==> src/rtl/pc_sequencer_pkg.sv <==
// Shared definitions for the program-counter sequencer: the next-PC select
// encoding and the control-priority decode that produces it.
package pc_pkg;

    typedef enum logic [2:0] {
        SEL_HOLD   = 3'd0,
        SEL_RET    = 3'd1,
        SEL_CALL   = 3'd2,
        SEL_JUMP   = 3'd3,
        SEL_BRANCH = 3'd4,
        SEL_INC    = 3'd5
    } pc_sel_e;

    // Only the highest-priority asserted control wins; the rest are dropped.
    // Ordering: stall > ret > call > jump > branch > increment.
    function automatic pc_sel_e pc_select(
        input logic stall,
        input logic ret,
        input logic call,
        input logic jump,
        input logic branch
    );
        pc_sel_e sel;
        if (stall)       sel = SEL_HOLD;
        else if (ret)    sel = SEL_RET;
        else if (call)   sel = SEL_CALL;
        else if (jump)   sel = SEL_JUMP;
        else if (branch) sel = SEL_BRANCH;
        else             sel = SEL_INC;
        return sel;
    endfunction

endpackage

==> src/rtl/pc_sequencer_if.sv <==
// Control/status bundle between the decode unit (master) and the PC
// sequencer (slave).
//
// Handshake: there is no valid/ready pair. Every control is level-sampled on
// each rising clk edge and the sequencer always accepts it; stall is the only
// back-pressure and it is driven by the master. Status outputs are registered.
interface pc_sequencer_if #(
    parameter int ADDR_W      = 8,
    parameter int STACK_DEPTH = 4
);
    localparam int SP_W = $clog2(STACK_DEPTH + 1);

    logic              stall;
    logic              jump;
    logic              branch;
    logic [ADDR_W-1:0] offset;
    logic              call;
    logic              ret;
    logic [ADDR_W-1:0] target;
    logic [ADDR_W-1:0] pc;
    logic [SP_W-1:0]   sp;
    logic              stack_full;
    logic              stack_empty;
    logic              fault;

    modport master (
        output stall, jump, branch, offset, call, ret, target,
        input  pc, sp, stack_full, stack_empty, fault
    );

    modport slave (
        input  stall, jump, branch, offset, call, ret, target,
        output pc, sp, stack_full, stack_empty, fault
    );
endinterface

==> src/rtl/pc_sequencer_call_stack.sv <==
// Return-address LIFO. Push on full and pop on empty are ignored and
// flagged so the parent can record a fault. Entries are not reset; only
// the occupancy count is.
module call_stack #(
    parameter int DATA_W = 8,
    parameter int DEPTH  = 4
) (
    input  logic                       clk,
    input  logic                       rst,
    input  logic                       push,
    input  logic                       pop,
    input  logic [DATA_W-1:0]          push_data,
    output logic [DATA_W-1:0]          top,
    output logic [$clog2(DEPTH+1)-1:0] count,
    output logic                       full,
    output logic                       empty,
    output logic                       push_rej,
    output logic                       pop_rej
);
    localparam int CNT_W = $clog2(DEPTH + 1);
    localparam int IDX_W = (DEPTH > 1) ? $clog2(DEPTH) : 1;

    logic [DATA_W-1:0] mem [2**IDX_W];
    logic [CNT_W-1:0]  cnt_m1;

    assign full     = (count == CNT_W'(DEPTH));
    assign empty    = (count == '0);
    assign push_rej = push && full;
    assign pop_rej  = pop && empty;
    assign cnt_m1   = count - CNT_W'(1);
    // Value at index count-1; meaningless while empty, callers check empty.
    assign top      = mem[cnt_m1[IDX_W-1:0]];

    // Occupancy: pop takes precedence, though the parent never asserts both.
    always_ff @(posedge clk or posedge rst) begin
        if (rst)                 count <= '0;
        else if (pop && !empty)  count <= cnt_m1;
        else if (push && !full)  count <= count + CNT_W'(1);
    end

    // Entry storage, written at the current occupancy index on an accepted push.
    always_ff @(posedge clk) begin
        if (push && !full && !pop) mem[count[IDX_W-1:0]] <= push_data;
    end
endmodule

==> src/rtl/pc_sequencer.sv <==
// Program-counter sequencer: priority decode, next-PC mux, PC register and
// sticky fault flag, with a call_stack holding return addresses.
module pc_sequencer
    import pc_pkg::*;
#(
    parameter int                ADDR_W      = 8,
    parameter int                STACK_DEPTH = 4,
    parameter logic [ADDR_W-1:0] RESET_ADDR  = '0
) (
    input logic           clk,
    input logic           rst,
    pc_sequencer_if.slave bus
);
    localparam int SP_W = $clog2(STACK_DEPTH + 1);

    pc_sel_e           sel;
    logic [ADDR_W-1:0] pc_q;
    logic [ADDR_W-1:0] pc_d;
    logic [ADDR_W-1:0] pc_inc;
    logic [ADDR_W-1:0] stack_top;
    logic [SP_W-1:0]   count;
    logic              full;
    logic              empty;
    logic              push;
    logic              pop;
    logic              push_rej;
    logic              pop_rej;
    logic              fault_q;

    // Resolve simultaneous controls down to a single action.
    always_comb sel = pc_select(bus.stall, bus.ret, bus.call, bus.jump, bus.branch);

    assign push   = (sel == SEL_CALL);
    assign pop    = (sel == SEL_RET);
    assign pc_inc = pc_q + ADDR_W'(1);

    call_stack #(
        .DATA_W (ADDR_W),
        .DEPTH  (STACK_DEPTH)
    ) u_stack (
        .clk       (clk),
        .rst       (rst),
        .push      (push),
        .pop       (pop),
        .push_data (pc_inc),
        .top       (stack_top),
        .count     (count),
        .full      (full),
        .empty     (empty),
        .push_rej  (push_rej),
        .pop_rej   (pop_rej)
    );

    // Next-PC mux; rejected call/ret fall through to a plain increment.
    always_comb begin
        pc_d = pc_inc;
        case (sel)
            SEL_HOLD:   pc_d = pc_q;
            SEL_RET:    pc_d = pop_rej ? pc_inc : stack_top;
            SEL_CALL:   pc_d = push_rej ? pc_inc : bus.target;
            SEL_JUMP:   pc_d = bus.target;
            SEL_BRANCH: pc_d = pc_q + bus.offset;
            default:    pc_d = pc_inc;
        endcase
    end

    // PC register and sticky fault; only reset clears the fault.
    always_ff @(posedge clk or posedge rst) begin
        if (rst) begin
            pc_q    <= RESET_ADDR;
            fault_q <= 1'b0;
        end else begin
            pc_q    <= pc_d;
            fault_q <= fault_q | push_rej | pop_rej;
        end
    end

    assign bus.pc          = pc_q;
    assign bus.sp          = count;
    assign bus.stack_full  = full;
    assign bus.stack_empty = empty;
    assign bus.fault       = fault_q;
endmodule
==> src/flat_wrapper.sv <==
// flat-port wrapper written by rule: the top's interface ports become plain ports
module pc_sequencer_flat import pc_pkg::*;
#(
    parameter int                ADDR_W      = 8,
    parameter int                STACK_DEPTH = 4,
    parameter logic [ADDR_W-1:0] RESET_ADDR  = '0
)
  (clk, rst, bus_stall, bus_jump, bus_branch, bus_offset, bus_call, bus_ret, bus_target, bus_pc, bus_sp, bus_stack_full, bus_stack_empty, bus_fault);
  pc_sequencer_if #(.ADDR_W(ADDR_W), .STACK_DEPTH(STACK_DEPTH)) bus_i ();
  input logic clk;
  input logic rst;
  input wire logic [$bits(bus_i.stall)-1:0] bus_stall;
  input wire logic [$bits(bus_i.jump)-1:0] bus_jump;
  input wire logic [$bits(bus_i.branch)-1:0] bus_branch;
  input wire logic [$bits(bus_i.offset)-1:0] bus_offset;
  input wire logic [$bits(bus_i.call)-1:0] bus_call;
  input wire logic [$bits(bus_i.ret)-1:0] bus_ret;
  input wire logic [$bits(bus_i.target)-1:0] bus_target;
  output wire logic [$bits(bus_i.pc)-1:0] bus_pc;
  output wire logic [$bits(bus_i.sp)-1:0] bus_sp;
  output wire logic [$bits(bus_i.stack_full)-1:0] bus_stack_full;
  output wire logic [$bits(bus_i.stack_empty)-1:0] bus_stack_empty;
  output wire logic [$bits(bus_i.fault)-1:0] bus_fault;
  assign bus_i.stall = bus_stall;
  assign bus_i.jump = bus_jump;
  assign bus_i.branch = bus_branch;
  assign bus_i.offset = bus_offset;
  assign bus_i.call = bus_call;
  assign bus_i.ret = bus_ret;
  assign bus_i.target = bus_target;
  assign bus_pc = bus_i.pc;
  assign bus_sp = bus_i.sp;
  assign bus_stack_full = bus_i.stack_full;
  assign bus_stack_empty = bus_i.stack_empty;
  assign bus_fault = bus_i.fault;
  pc_sequencer #(.ADDR_W(ADDR_W), .STACK_DEPTH(STACK_DEPTH), .RESET_ADDR(RESET_ADDR)) u_core (.clk(clk), .rst(rst), .bus(bus_i));
endmodule
==> config.mk <==
export PLATFORM = sky130hd
export DESIGN_NAME = pc_sequencer_flat
export DESIGN_NICKNAME = d
export VERILOG_FILES = /design/src/rtl/pc_sequencer_pkg.sv /design/src/rtl/pc_sequencer_if.sv /design/src/rtl/pc_sequencer_call_stack.sv /design/src/rtl/pc_sequencer.sv /design/src/flat_wrapper.sv
export SDC_FILE = /design/constraint.sdc
export NUM_CORES = 1
export LEC_CHECK = 0
export CORE_MARGIN = 8
export CORE_UTILIZATION = 44
export DETAILED_ROUTE_END_ITERATION = 10
export GPL_TIMING_DRIVEN = 0
export PLACE_DENSITY = 0.67
export SLEW_MARGIN = 10
export SYNTH_ARGS = -nofsm -noshare
export SYNTH_HDL_FRONTEND = slang
export SYNTH_SLANG_ARGS = --single-unit
export TNS_END_PERCENT = 10
==> constraint.sdc <==
create_clock -name clk -period 3.28 [get_ports clk]
set_clock_uncertainty 0.05 [all_clocks]
set_input_delay 0.328 -clock clk [delete_from_list [all_inputs] [get_ports clk]]
set_output_delay 0.328 -clock clk [all_outputs]
set_load 0.01 [all_outputs]
==> Yosys cells after proc, flatten, opt, wreduce, memory -nomap -nowiden <==
Memory sizes are Yosys's and may differ from the RTL's.
Cells that the tools add are included.
{ "word_totals": {"register_bits": 12, "latchBits": 0, "ramBits": 32, "mem_count": 1, "input_bits": 23, "rom_bits": 0, "wordCells": 38, "out_inout_bits": 14} }
{ "op_classes": {"muxes": 12, "div": 0, "reduce_logical": 11, "shifts": 0, "addsub": 4, "bitwise": 2, "mul": 0, "order_cmp": 0, "n_eq_ne": 5} }
{ "memory_table": {"columns": ["name", "depth", "width", "rd", "rd_ports_with_merged_regs", "write_ports", "line", "rtl"], "rows": [
  ["u_core.u_stack.mem", 4, 8, 1, 0, 1, "pc_sequencer_call_stack.sv:23", "logic [DATA_W-1:0] mem [2**IDX_W];"]
]} }
{ "op_table": {"columns": ["cell", "count"], "rows": [
  ["8-bit one-hot mux with 5 select lines", 1],
  ["3-bit 2-to-1 mux", 6],
  ["8-bit 2-to-1 mux", 2],
  ["8-bit by 1-bit adder with 8-bit output (second input constant)", 1],
  ["8-bit adder", 1],
  ["3-bit by 2-bit equality test with 1-bit output (second input constant)", 2],
  ["3-bit equality test (second input constant)", 2],
  ["3-bit zero test", 2],
  ["1-bit logical AND", 5],
  ["3-bit by 1-bit adder with 3-bit output (second input constant)", 1],
  ["3-bit by 1-bit equality test with 1-bit output (second input constant)", 1],
  ["1-bit zero test", 3],
  ["1-bit 2-to-1 mux", 3],
  ["3-bit by 1-bit subtractor with 3-bit output (second input constant)", 1],
  ["1-bit OR", 2],
  ["2-bit nonzero test", 1]
]} }

==> Logic depth before layout (Yosys ltp) <==
Gate-level depths: netlist of run 1.
{ "logic_depth": {"depth_word": 10, "depth_mapped": 9, "depth_no_buf": 7} }

==> Hierarchy <==
From an unflattened synthesis of run 1, not the netlist that was laid out.
{ "unflattened": {"hier_cells": 195, "area_unflattened_um2": 2498.6} }
{ "modules_own_cells": {"columns": ["module", "cells_per_inst", "n_inst", "seq_area_each_um2", "area_per_inst_um2"], "rows": [
  ["call_stack", 76, 1, 1036.0, 1455.1],
  ["pc_sequencer", 119, 1, 225.2, 1043.5]
]} }

==> Worst setup path before layout of run 1 <==
OpenSTA, ideal clock, no wires.
{ "synth_timing": {"path_kind": "register to register", "from": "register u_core.u_stack.count[0]", "to": "register u_core.pc_q[3] (netlist: u_core.bus.pc[3])", "setup_slack_ns": 0.879, "n_path_buf": 2, "required_ns": 3.098, "setup_time_ns": 0.132, "period_less_slack_ns": 2.401, "arrival_ns": 2.219, "path_stages_with_launch": 10, "path_cell_list": "dfrtp_1 > buf_6 > inv_1 > ha_1 > clkbuf_1 > mux4_2 > and3_1 > a211o_1 > a311oi_1 > a21oi_1"} }
{ "synth_via": {"elab_chain_len": 4, "word_cells_on_any_way": 9, "classes_between": "add/sub (1); eq/ne (1); mux (3); reduce/logical (3); memory (1)"} }
{ "synth_lines": {"columns": ["element", "line", "rtl"], "rows": [
  ["from (decl)", "pc_sequencer_call_stack.sv:14", "output logic [$clog2(DEPTH+1)-1:0] count,"],
  ["from (signal assigned)", "pc_sequencer_call_stack.sv:37", "else if (pop && !empty) count <= cnt_m1;"],
  ["from (signal assigned)", "pc_sequencer_call_stack.sv:38", "else if (push && !full) count <= count + CNT_W'(1);"],
  ["3-bit by 1-bit subtractor with 3-bit output (tied with other cells)", "pc_sequencer_call_stack.sv:30", "assign cnt_m1 = count - CNT_W'(1);"],
  ["memory read 4 x 8 bit (tied with other cells)", null, null],
  ["8-bit 2-to-1 mux, on equally long branches", "pc_sequencer.sv:59, pc_sequencer.sv:60", null],
  ["8-bit one-hot mux with 5 select lines *", "pc_sequencer.sv:57", "case (sel)"],
  ["to (signal assigned)", "pc_sequencer.sv:73", "pc_q <= pc_d;"],
  ["to (decl)", "pc_sequencer.sv:17", "logic [ADDR_W-1:0] pc_q;"]
]} }
Mark *: on every way between the ends. The rest lies on a longest branch, timed or not.
A chain may end at the register's enable or synchronous reset.

==> Final worst setup path of run 1 <==
{ "layout_timing": {"from": "register u_core.u_stack.count[0]", "to": "register u_core.pc_q[4] (netlist: u_core.bus.pc[4])"} }
The elaborated chain is that of the path after synthesis.

==> flow_metrics.tcl, run 1 <==
set metrics [dict create \
    totalNegativeSetupSlack_ps 0 \
    drive_above_1_share 0.05579 \
    count_of_buffers_added_by_post_cts_timing_repair_for_setup 0 \
    hold_violations 0 \
    detail_route.wirelength.met1_um 2419 \
    most_instantiated_flip_flop_cell_in_the_synthesis_netlist "edfxtp_1" \
    p_leak_nw 1.124 \
    cp-endpoint "u_core.bus.pc[4]$_DFFE_PP0P_" \
    syn_nets 226 \
    ffs_latches_synth 44 \
    worst_case_setup_slack_after_placement_ps 423.1 \
    slew_violations 0 \
    routed_wirelength_um 5676 \
    critical_path_arrival_ps 2960 \
    fp.dieArea_um2 8101 \
    cts_hold_buffers 0 \
    via_per_inst 5.633 \
    start_kind "flip-flop" \
    worst-slew-pin-transition_ps 637.7 \
    fp.dieH_um 90.01 \
    post-route-period-util 0.8684 \
    number_of_levels_the_h_tree_was_split_into 2 \
    maximum_clock_path_buffer_count 2 \
    clk_root_buffer_cell "clkbuf_8" \
    largest_stage_delay_on_the_critical_path_ps 490 \
    max-cap-violations 0 \
    post-route-drc-count 0 \
    finalInstanceArea_um2 2968 \
    largest_net_degree_at_the_start_of_global_routing 14 \
    slew-limit-headroom 0.5749 \
    routed_wire_length_per_instance_um 18.61 \
    flow.area_growth_from_synthesis_pct 23.16 \
    globalRouteOverflowTotal 0 \
    cp.depth 9 \
    crit_path_cell_trace "buf_6 > inv_1 > ha_1 > clkbuf_1 > mux4_2 > and3_1 > a211o_1 > a311oi_1 > a21oi_1" \
    ys_top_cells_by_area "edfxtp_1, dfrtp_1, ha_1" \
    antenna-diode-count 0 \
    dr_wl_met3_um 333 \
    finish.net_count 269 \
    fin_crit_ps 2848 \
    result_of_the_run "finished, final reports clean" \
    report.final.setup_viol 0 \
    timing.critical_path.max_delay_family "buffers and inverters" \
    grt_antenna_before_repair 0 \
    grt_setup_unrepaired "no" \
    port_buffers 36 \
    synthDistinctLibCells 45 \
    route.antenna.remaining_nets 0 \
    worst_setup_path_end_kind "flip-flop" \
    crit-reg2reg-launch "u_core.u_stack.count[0]$_DFFE_PP0P_" \
    routed.top_layer "met4" \
    path_max_fanout 10 \
    reg2reg_to "u_core.bus.pc[4]$_DFFE_PP0P_" \
    clock_sinks 44 \
    sequential_to_total_area_share_from_yosys_stat 0.5234 \
    cts_resized 0 \
    chipWidth_um 90.01 \
    cts.clk_slew.worst_paths_ps 80 \
    rows 27 \
    synthesis.area_per_instance_um2 12.75 \
    first_pass_grt_wire_length_um 9384 \
    netlist.top_cell.by_area "edfxtp_1" \
    vias_in_the_first_global_route 1821 \
    dr_total_vias 1718 \
    drt_pass1_iterations 4 \
    routed-wl-met2_um 2832 \
    ys.warnings.count 0 \
    critical_path.startpoint "u_core.u_stack.count[0]$_DFFE_PP0P_" \
    numCtsBuffers 5 \
    vdd_drop_max_v 0.0003421 \
    finalWorstSetupSlack_ps 431.8 \
    cts_tree "yes" \
    timing.setup.critical_path_class "flip-flop to flip-flop" \
    worst-r2r-cell-count 9 \
    max_clock_freq_mhz 351.1 \
    netlist_area_um2 2410 \
    worst_ep_required_time_ps 3390 \
    async_flop_share 0.2727 \
    crit_path_top_delay_cell "clkbuf_1" \
    worst_skew_pair.late_latency_ps 290 \
    critical_path_buffers_and_inverters 3 \
    power_density_nw_per_um2 769.9 \
    groute.usage.overall 0.1463 \
    drt-initial-drc-count 115 \
    synth_edf_count 32 \
    io_pins 37 \
    gp_routability_congestion 0.8061 \
    core_area_um2 5405 \
    postPlaceCellArea_um2 2860 \
    initial_utilization 0.4458 \
    place.detailed.hpwl_um 4124 \
    synth_largest_type_area_fraction 0.3988 \
    syn-instance-count 189 \
    r2r_slack_ps 430 \
    hp-class "input port to async pin" \
]
[metal layers]
metal / up-vias / track usage
met5: - / 0
met4: 0 / 0.05132
met3: 9 / 0.03325
met2: 58 / 0.2515
met1: 820 / 0.1752
li1: 831 / -
[state kept, by name, summed over array words and instances (netlist names)]
register              cells
u_core.bus.pc             8
u_core.bus.fault          1
u_core.u_stack.mem       32
u_core.u_stack.count      3
[through the flow]
| stage | total power (W) | std cells | utilization | hold WS [ps] |
|---|---|---|---|---|
| after floorplan | 0.001513 | 189 | - | 142.7 |
| after global placement | 0.001874 | 297 | 0.5292 | 411.5 |
| after detailed placement | 0.001897 | 297 | 0.5292 | 422.5 |
| after CTS | 0.002303 | 305 | 0.5491 | 337.7 |
| after global routing | 0.002437 | 305 | 0.5491 | 384.2 |
| final | 0.002285 | 305 | 0.5491 | 319.8 |
[Yosys cell counts (5+ instances only)]
cell type / instances
ha_1: 13
nor2_1: 10
and3_1: 5
and2_1: 5
nand2_1: 9
xor2_1: 5
o21ai_0: 10
xnor2_1: 5
a21oi_1: 11
inv_1: 10
edfxtp_1: 32
mux4_1: 6
dfrtp_1: 12
[layout make-up]
cell class | instances | area (µm²)
flip-flops and latches | 44 | 1261
multi-input cells | 129 | 1080
plain buffers | 6 | 31.28
inverters | 10 | 37.54
clock inverters | 2 | 35.03
repair buffers | 36 | 360.3
fillers | 482 | 2437
well taps | 72 | 90.09
clock buffers | 6 | 72.57
[how the worst min path moves through the flow]
stage                                          start  slack [ps]                            to  cells past startpoint
after floorplan                                  rst         140    u_core.bus.fault$_DFF_PP0_                      1
after global placement    u_core.bus.fault$_DFF_PP0_         410    u_core.bus.fault$_DFF_PP0_                      1
after detailed placement  u_core.bus.fault$_DFF_PP0_         420    u_core.bus.fault$_DFF_PP0_                      1
after CTS                                        rst         340    u_core.bus.fault$_DFF_PP0_                      2
after global routing                             rst         380  u_core.bus.pc[6]$_DFFE_PP0P_                      2
final                                            rst         320    u_core.bus.fault$_DFF_PP0_                      2
[worst register-to-register path, stage by stage (launching register included)]
cell      delay [ps]
dfrtp_1          420
buf_6            210
inv_1            100
ha_1             270
clkbuf_1         490
mux4_2           420
and3_1           190
a211o_1          280
a311oi_1         210
a21oi_1           70
[power by group]
group | switching (W) | internal (W) | total, W | leakage, nW
Clock | 0.000178 | 0.000226 | 0.000404 | 0.0552
Combinational | 0.000518 | 0.000489 | 0.00101 | 0.643
Sequential | 0.000117 | 0.000757 | 0.000874 | 0.426
Total | 0.000813 | 0.00147 | 0.00228 | 1.12
[cells in the final DEF, fill, tap and decap left out, types with 6 or more instances in the layout]
cell type         n
dfrtp_1          12
a21oi_1          11
inv_1            10
edfxtp_1         32
nor2_1           10
mux4_1            6
clkdlybuf4s50_1  36
nand2_1           9
ha_1             13
o21ai_0          10
[cells by family after synthesis]
kind of cell,count (synthesis),share of synthesized area
AOI/OAI and AO/OA,49,0.1412
xor gates and xnor gates,10,0.03634
adders and majority gates,14,0.07581
buffers and inverters,16,0.02855
DFF,44,0.5234
muxes,8,0.08411
and+or+nand+nor,48,0.1106
No activity file was read; power rests on OpenSTA's default activity.
==> inputs of run 2 (changes only) <==
Settings changed: TNS_END_PERCENT 10 to not set.
==> results of run 2 <==
No change in the layout: final DEF, timing and power equal those of run 1.
